`src/rtl/mem_port_arbiter.sv`:
```
// mem_port_arbiter
//   Shares one single-port memory between instruction fetch (IF) and data
//   load/store (MEM). Contention alternates between the two sources. Each
//   access runs over a variable-latency req/ack memory handshake, and stall_o
//   freezes the pipeline registers while an access is pending or in flight.
module mem_port_arbiter #(
  parameter int ADDR_W = 32,
  parameter int DATA_W = 32
) (
  input  logic              clk_i,
  input  logic              rst_i,
  input  logic              if_req_i,
  input  logic [ADDR_W-1:0] if_addr_i,
  output logic [DATA_W-1:0] if_data_o,
  output logic              if_valid_o,
  input  logic              dm_read_i,
  input  logic              dm_write_i,
  input  logic [ADDR_W-1:0] dm_addr_i,
  input  logic [DATA_W-1:0] dm_wdata_i,
  output logic [DATA_W-1:0] dm_rdata_o,
  output logic              dm_valid_o,
  output logic              mem_req_o,
  output logic              mem_we_o,
  output logic [ADDR_W-1:0] mem_addr_o,
  output logic [DATA_W-1:0] mem_wdata_o,
  input  logic [DATA_W-1:0] mem_rdata_i,
  input  logic              mem_ack_i,
  output logic              stall_o
);

  typedef enum logic [1:0] {
    IDLE    = 2'd0,
    IF_BUSY = 2'd1,
    DM_BUSY = 2'd2,
    DONE    = 2'd3
  } state_t;

  state_t state_r;
  logic   last_dm_r;
  logic   dm_pend_s;
  logic   grant_if_s;
  logic   grant_dm_s;

  // Grant decision: under contention the source not served last wins
  always_comb begin
    dm_pend_s  = dm_read_i | dm_write_i;
    grant_if_s = 1'b0;
    grant_dm_s = 1'b0;
    if (dm_pend_s && if_req_i) begin
      grant_if_s = last_dm_r;
      grant_dm_s = ~last_dm_r;
    end else begin
      grant_if_s = if_req_i;
      grant_dm_s = dm_pend_s;
    end
  end

  // Pipeline freeze: high while a request waits for grant or an access is in flight
  always_comb begin
    stall_o = 1'b0;
    if (!rst_i) begin
      stall_o = 1'b0;
    end else begin
      case (state_r)
        IDLE:             stall_o = dm_pend_s | if_req_i;
        IF_BUSY, DM_BUSY: stall_o = 1'b1;
        DONE:             stall_o = 1'b0;
        default:          stall_o = 1'b0;
      endcase
    end
  end

  // Access sequencer: grant, hold the memory request until ack, pulse completion
  always_ff @(posedge clk_i or negedge rst_i) begin
    if (!rst_i) begin
      state_r     <= IDLE;
      last_dm_r   <= 1'b0;
      mem_req_o   <= 1'b0;
      mem_we_o    <= 1'b0;
      mem_addr_o  <= {ADDR_W{1'b0}};
      mem_wdata_o <= {DATA_W{1'b0}};
      if_data_o   <= {DATA_W{1'b0}};
      dm_rdata_o  <= {DATA_W{1'b0}};
      if_valid_o  <= 1'b0;
      dm_valid_o  <= 1'b0;
    end else begin
      if_valid_o <= 1'b0;
      dm_valid_o <= 1'b0;
      case (state_r)
        IDLE: begin
          if (grant_dm_s) begin
            // A simultaneous read and write is carried out as a write
            mem_req_o   <= 1'b1;
            mem_we_o    <= dm_write_i;
            mem_addr_o  <= dm_addr_i;
            mem_wdata_o <= dm_wdata_i;
            last_dm_r   <= 1'b1;
            state_r     <= DM_BUSY;
          end else if (grant_if_s) begin
            mem_req_o   <= 1'b1;
            mem_we_o    <= 1'b0;
            mem_addr_o  <= if_addr_i;
            mem_wdata_o <= {DATA_W{1'b0}};
            last_dm_r   <= 1'b0;
            state_r     <= IF_BUSY;
          end else begin
            state_r <= IDLE;
          end
        end
        IF_BUSY: begin
          if (mem_ack_i) begin
            mem_req_o  <= 1'b0;
            if_data_o  <= mem_rdata_i;
            if_valid_o <= 1'b1;
            state_r    <= DONE;
          end else begin
            state_r <= IF_BUSY;
          end
        end
        DM_BUSY: begin
          if (mem_ack_i) begin
            mem_req_o  <= 1'b0;
            dm_valid_o <= 1'b1;
            state_r    <= DONE;
            // Stores leave the last load result untouched
            if (!mem_we_o) begin
              dm_rdata_o <= mem_rdata_i;
            end else begin
              dm_rdata_o <= dm_rdata_o;
            end
          end else begin
            state_r <= DM_BUSY;
          end
        end
        DONE: begin
          state_r <= IDLE;
        end
        default: begin
          mem_req_o <= 1'b0;
          state_r   <= IDLE;
        end
      endcase
    end
  end

endmodule
```
`config.mk`:
```
export PLATFORM = sky130hd
export DESIGN_NAME = mem_port_arbiter
export DESIGN_NICKNAME = d
export VERILOG_FILES = /design/src/rtl/mem_port_arbiter.sv
export SDC_FILE = /design/constraint.sdc
export NUM_CORES = 1
export LEC_CHECK = 0
export CAP_MARGIN = 20
export CELL_PAD_IN_SITES_DETAIL_PLACEMENT = 1
export CELL_PAD_IN_SITES_GLOBAL_PLACEMENT = 1
export CORE_AREA = 2 2 137 139
export DETAILED_ROUTE_END_ITERATION = 7
export DIE_AREA = 0 0 139 141
export GPL_ROUTABILITY_DRIVEN = 0
export PLACE_DENSITY_LB_ADDON = 0.1
export SYNTH_ARGS = -nofsm -noshare
export SYNTH_HDL_FRONTEND = slang
export SYNTH_SLANG_ARGS = --single-unit
```
`constraint.sdc`:
```
create_clock -name clk_i -period 2.05 [get_ports clk_i]
set_clock_uncertainty 0.15 [all_clocks]
set_input_delay 0.3075 -clock clk_i [delete_from_list [all_inputs] [get_ports clk_i]]
set_output_delay 0.3075 -clock clk_i [all_outputs]
set_load 0.02 [all_outputs]
```
== Yosys cells after proc, flatten, opt, wreduce, memory -nomap -nowiden ==
Cells that the tools add are included.

* Register bits after elaboration: 135
* Bits of input ports: 134

* Equality and inequality tests: 5
* Muxes and demuxes: 23
* Bitwise gates (word level): 4
* Reduce and logical (&&, ||, !) cells: 9

{| class="wikitable"
|+ Operators with widths
! cell !! count
|-
| 32-bit two-way mux || 4
|-
| 1-bit two-way mux || 14
|-
| 2-bit one-hot mux with 4 select lines || 1
|-
| 3-bit AND reduction || 2
|-
| 2-bit == test (second input constant) || 2
|-
| 2-bit two-way mux || 2
|-
| 2-bit AND reduction || 2
|-
| 2-bit nonzero test || 2
|-
| 3-bit inequality test (second input constant) || 1
|-
| 1-bit one-hot mux with 3 select lines || 1
|-
| 2-bit by 1-bit == test with 1-bit output (second input constant) || 1
|-
| 2-bit zero test || 1
|-
| 2-bit by 1-bit inequality test with 1-bit output (second input constant) || 1
|-
| 1-bit inverter || 2
|-
| 1-bit bitwise OR || 2
|-
| 1-bit one-hot mux with 2 select lines || 1
|-
| 2-bit OR reduction || 1
|-
| 1-bit logical AND || 1
|}

== Longest topological paths before layout ==
* Depth in word-level cells: 6
* Mapped depth: 7
* Mapped depth without buffers: 6

== Least setup slack after synthesis ==
No wires, ideal clock.

* Path type: register -> register
* From: reg state_r[0]
* To: reg dm_rdata_o[1]
* Library setup time: 125 ps
* Arrival: 1521 ps
* Required time: 1775 ps
* Setup slack: 254 ps
* Cell stages (with the launch flop): 8
* Period minus slack after synthesis: 1796 ps
* Cell sequence: dfrtp_1 inv_1 ha_1 and2_1 nand2b_1 clkbuf_2 buf_2 mux2_2

* Longest elaborated chain between the ends: 2

{| class="wikitable"
|+ RTL lines
! what !! line !! source
|-
| start, declared || 38 || <nowiki>state_t state_r;</nowiki>
|-
| start signal, assigned || 76 || <nowiki>state_r <= IDLE;</nowiki>
|-
| start signal, assigned || 98 || <nowiki>state_r <= DM_BUSY;</nowiki>
|-
| start signal, assigned || 105 || <nowiki>state_r <= IF_BUSY;</nowiki>
|-
| 2-bit == test || 89 || <nowiki>case (state_r)</nowiki>
|-
| 3-bit AND reduction (no source line) || -- ||
|-
| end signal, assigned || 83 || <nowiki>dm_rdata_o <= {DATA_W{1'b0}};</nowiki>
|-
| end signal, assigned || 127 || <nowiki>dm_rdata_o <= mem_rdata_i;</nowiki>
|-
| end signal, assigned || 129 || <nowiki>dm_rdata_o <= dm_rdata_o;</nowiki>
|-
| end, declared || 20 || <nowiki>output logic [DATA_W-1:0] dm_rdata_o,</nowiki>
|}

Every way passes these cells.
A chain may end at the register's enable or synchronous reset.

== Final worst setup path ==
* From: reg state_r[1]
* To: out stall_o

* Longest elaborated chain between the ends: 4
* Elaborated cells between the ends (all ways): 7
* Classes of those cells: eq/ne (3); mux (2); reduce/logical (2)

{| class="wikitable"
|+ RTL lines
! what !! line !! source
|-
| 2-bit == test or 2-bit by 1-bit == test with 1-bit output (tied branches) || 64 || <nowiki>case (state_r)</nowiki>
|-
| 2-bit OR reduction (no source line) || -- ||
|-
| 1-bit one-hot mux with 3 select lines (*) || 64 ||
|-
| 1-bit two-way mux (*) || 61 || <nowiki>if (!rst_i) begin</nowiki>
|-
| end, declared || 28 || <nowiki>output logic stall_o</nowiki>
|}

Every way passes the cells marked *; elsewhere a longest branch is shown, timed or not.

==> results_tabular.tex <==
\begin{tabular}{lr}
\hline
Metric & Value \\
\hline
\multicolumn{2}{l}{\textbf{Setup path}} \\
Top cell family by delay on the critical path & flip-flops \\
Sum of buffers and inverters on the critical path & 3 \\
CP Data Required Time & about 1.6 ns \\
Worst reg-to-reg path cell count & 8 \\
Arrival time at the worst endpoint & 1.61 ns \\
Largest stage delay on the critical path & 0.40 ns \\
Crit. path cell count & 6 \\
CP startpoint kind & register \\
Capturing element type of the critical path & primary output \\
Slowest cell on the critical path & dfrtp\_1 \\
Chain of cells forming the critical path & inv\_2 -> ha\_4 -> nor4b\_4 -> buf\_4 -> nor2\_4 -> buf\_6 \\
WS Path Type & reg2out \\
Worst Path Max Fanout & 3 \\
\multicolumn{2}{l}{\textbf{Global route}} \\
Antenna violations before repair & 0 \\
Overall routing resource usage & 17.06\% \\
Remaining global-route overflow & 0 \\
Via count of the first global-routing pass & 4898 \\
Largest net degree at the start of global routing & between 100 and 150 \\
First-pass GRT wire length & 25.91 mm \\
\multicolumn{2}{l}{\textbf{STA}} \\
Maximum frequency from static timing analysis & roughly 480 MHz \\
Final total negative setup slack & -0.01757 ns \\
Tcrit/Tclk final & 100.9\% \\
Endpoints failing setup & 1 \\
Setup repair after global routing missed its margin & yes \\
Max\_slew headroom & 51.47\% \\
Final worst setup slack & -0.01757 ns \\
Fin crit period & 2.068 ns \\
Worst Tran Pin Value & 0.7280 ns \\
Count of endpoints failing hold in the final timing report & 0 \\
Number of slew-limit violations in the final report & 0 \\
\multicolumn{2}{l}{\textbf{Synth}} \\
Synth Instances & roughly 450 \\
Mean instance size in the synthesized netlist & 12.30 um2 \\
Top cell type's share of synthesized area & 61.32\% \\
Fraction of the yosys area taken by sequential cells & roughly three fifths \\
Count of yosys warnings during synthesis & 0 \\
Largest area contributor in the netlist & dfrtp\_1 \\
Mapped Area & between 5000 and 6000 um2 \\
Cell variety after synth & 25 \\
Net count after synthesis & roughly 590 \\
Number of synthesized register bits & 135 \\
Area contributors post-synth & dfrtp\_1 61\%, mux2\_2 13\%, nand2\_1 6.8\% \\
\multicolumn{2}{l}{\textbf{Drt}} \\
Total number of vias & around 4400 \\
Vias per Instance & 4.512 \\
Drc violations & 0 \\
Average wire length per cell after detail routing & around 17 um \\
Count of nets left with antenna violations after detail routing & 0 \\
Total Routed Length & roughly 17 mm \\
Pre-Repair DR Iteration Count & 6 \\
DRC marker count from the first detailed-route iteration & around 140 \\
\multicolumn{2}{l}{\textbf{Final layout}} \\
Area added between synthesis and finish & 69.00\% \\
Diode count & 0 \\
Non-Filler Instances & 985 \\
Layout cells sized above 1 & between 10\% and 20\% \\
Util after Layout & between 50\% and 60\% \\
Net total in the final layout & around 880 \\
Fill count & 1889 \\
\multicolumn{2}{l}{\textbf{Flow run}} \\
Max-capacitance violation count & 0 \\
\multicolumn{2}{l}{\textbf{Min path}} \\
Worst hold path cell count & 3 \\
Path category of the worst min-delay check & in2reg \\
\multicolumn{2}{l}{\textbf{Die}} \\
Die extent in y & roughly 140 um \\
Row count & 50 \\
IO Pins & $\sim$270 \\
Core ar. & between 15000 and 20000 um2 \\
Effective utilization at floorplan & a little under a third \\
Die Span X & 139 um \\
Die ar. & 19600 um2 \\
\multicolumn{2}{l}{\textbf{Clock network}} \\
Max Root-Sink Buffers & 2 \\
Clk root buf & clkbuf\_16 \\
Maximum level of the CTS H-tree & 4 \\
TritonCTS Buffers & 17 \\
CTS tree & yes \\
Skew-Pair Late Insertion Delay & approximately 0.42 ns \\
Clock sink count & $\sim$140 \\
Post-CTS clock slew at the launch and capture registers of the worst setup and hold paths & 0.06 ns \\
\multicolumn{2}{l}{\textbf{Power and ir drop}} \\
Power after layout & between 15000 and 20000 uW \\
P\_leak & about 0.004 uW \\
Worst IR drop on VDD & 0.0007222 V \\
P per Cell Area & 1616 nW/um2 \\
\multicolumn{2}{l}{\textbf{Placed design}} \\
Count of input and output buffers & between 200 and 300 \\
Dpl cells & around 950 \\
Post-detailed-placement half-perimeter wirelength & roughly 12 mm \\
\multicolumn{2}{l}{\textbf{Outcome}} \\
Violated checks & negative setup slack \\
Outcome & finished with violations \\
\hline
\end{tabular}
-- cell usage in the layout (no fill, tap or decap), types with 5 or more instances in the layout --
master           Yosys  routed
mux2i_1             32      32
buf_4                2      20
clkinvlp_4           0       5
buf_12               0       8
nand2_1            100     100
mux2_2              64      62
clkbuf_16            0      19
o21ai_1             35      36
clkdlybuf4s50_1      0     264
dfrtp_1            135     135
o21ai_0             33      32
-- worst min-delay path: stages --
cell and delay [ns]:
clkdlybuf4s50_1 0.40, nand2_1 0.06, o21ai_1 0.05
-- area by class of cell --
type | count | area (um2) | share of cell area [%]
Sequential cell | 135 | 3378 | 36.29
Clock inverter | 12 | 116.4 | 1.250
Timing Repair Buffer | 298 | 3050 | 32.76
Multi-Input combinational cell | 283 | 1994 | 21.42
Inverter | 3 | 11.26 | 0.1210
Clock buffer | 20 | 466.7 | 5.013
Tap cell | 234 | 292.8 | 3.145
-- sequential cells by signal (all words and copies together), names as in the netlist --
name / cells
dm_rdata_o: 32
if_data_o: 32
mem_addr_o: 32
mem_wdata_o: 32
state_r: 2
dm_valid_o: 1
if_valid_o: 1
last_dm_r: 1
mem_req_o: 1
mem_we_o: 1
-- cells by family (layout without fill, tap and decap cells) --
group | count (synthesis) | after routing | synth area share (%)
buffers and inverters | 30 | 333 | 3.475
AND/OR/NAND/NOR | 109 | 109 | 7.699
multiplexers | 97 | 97 | 19.10
flip-flops | 135 | 135 | 61.32
adder cells (fa/ha/maj) | 5 | 5 | 1.136
AO/OA/AOI/OAI | 72 | 72 | 7.268
-- report_power, final --
group | switching (uW) | internal [uW]
Combinational | 3690 | 3810
Sequential | 656 | 3930
Clock | 1180 | 1780
-- metrics by stage --
| step | hold WS (ns) | cell area [um2] | worst slack, ns |
|---|---|---|---|
| final | 0.2789 | 9310 | -0.01757 |
| after global routing | 0.2753 | 9310 | -0.1069 |
| after CTS | 0.2555 | 9228 | -0.04579 |
| after detailed placement | 0.3216 | 8573 | -0.4489 |
| after global placement | 0.3115 | 8573 | -0.4490 |
| after floorplan | -0.1381 | 5509 | 0.2543 |
-- synth_stat cells, drive strengths merged --
| cell | count |
|---|---|
| a21oi | 1 |
| a2bb2oi | 1 |
| and2 | 1 |
| buf | 21 |
| clkbuf | 6 |
| dfrtp | 135 |
| ha | 5 |
| inv | 3 |
| mux2 | 65 |
| mux2i | 32 |
| nand2 | 100 |
| nand2b | 2 |
| nand3 | 1 |
| nor2 | 3 |
| nor3 | 1 |
| nor4b | 1 |
| o21ai | 68 |
| o31ai | 2 |
-- layer usage --
| layer | global-route usage, % | routed length, um | vias to the layer above |
|---|---|---|---|
| met2 | 30.05 | 8753 | 163 |
| li1 | - | - | 2104 |
| met4 | 6.858 | 285 | 0 |
| met1 | 18.86 | 6644 | 2156 |
| met5 | 0 | 0 | - |
| met3 | 6.080 | 1146 | 21 |
-- final timing paths --
check / from / endpoint / slack, ns
min: dm_wdata_i[20] / mem_wdata_o[20]$_DFFE_PN0P_ / 0.28
min reg2reg: mem_addr_o[9]$_DFFE_PN0P_ / mem_addr_o[9]$_DFFE_PN0P_ / 0.33
max reg2reg: state_r[0]$_DFF_PN0_ / dm_rdata_o[20]$_DFFE_PN0P_ / 0.10
max: state_r[1]$_DFF_PN0_ / stall_o / -0.02
min in group asynchronous: rst_i / dm_rdata_o[20]$_DFFE_PN0P_ / 0.50
max in group asynchronous: rst_i / mem_wdata_o[10]$_DFFE_PN0P_ / 0.73
-- repair_timing --
action                     4_1_cts  5_1_grt
hold endpoints to repair       135        0
gates resized for setup         15        7
gates cloned                     0        3
setup endpoints to repair        1       33
hold buffers                     1        0
setup buffers                    3        0
pin swaps                        1        2
Power figures use the tool's default switching activity.
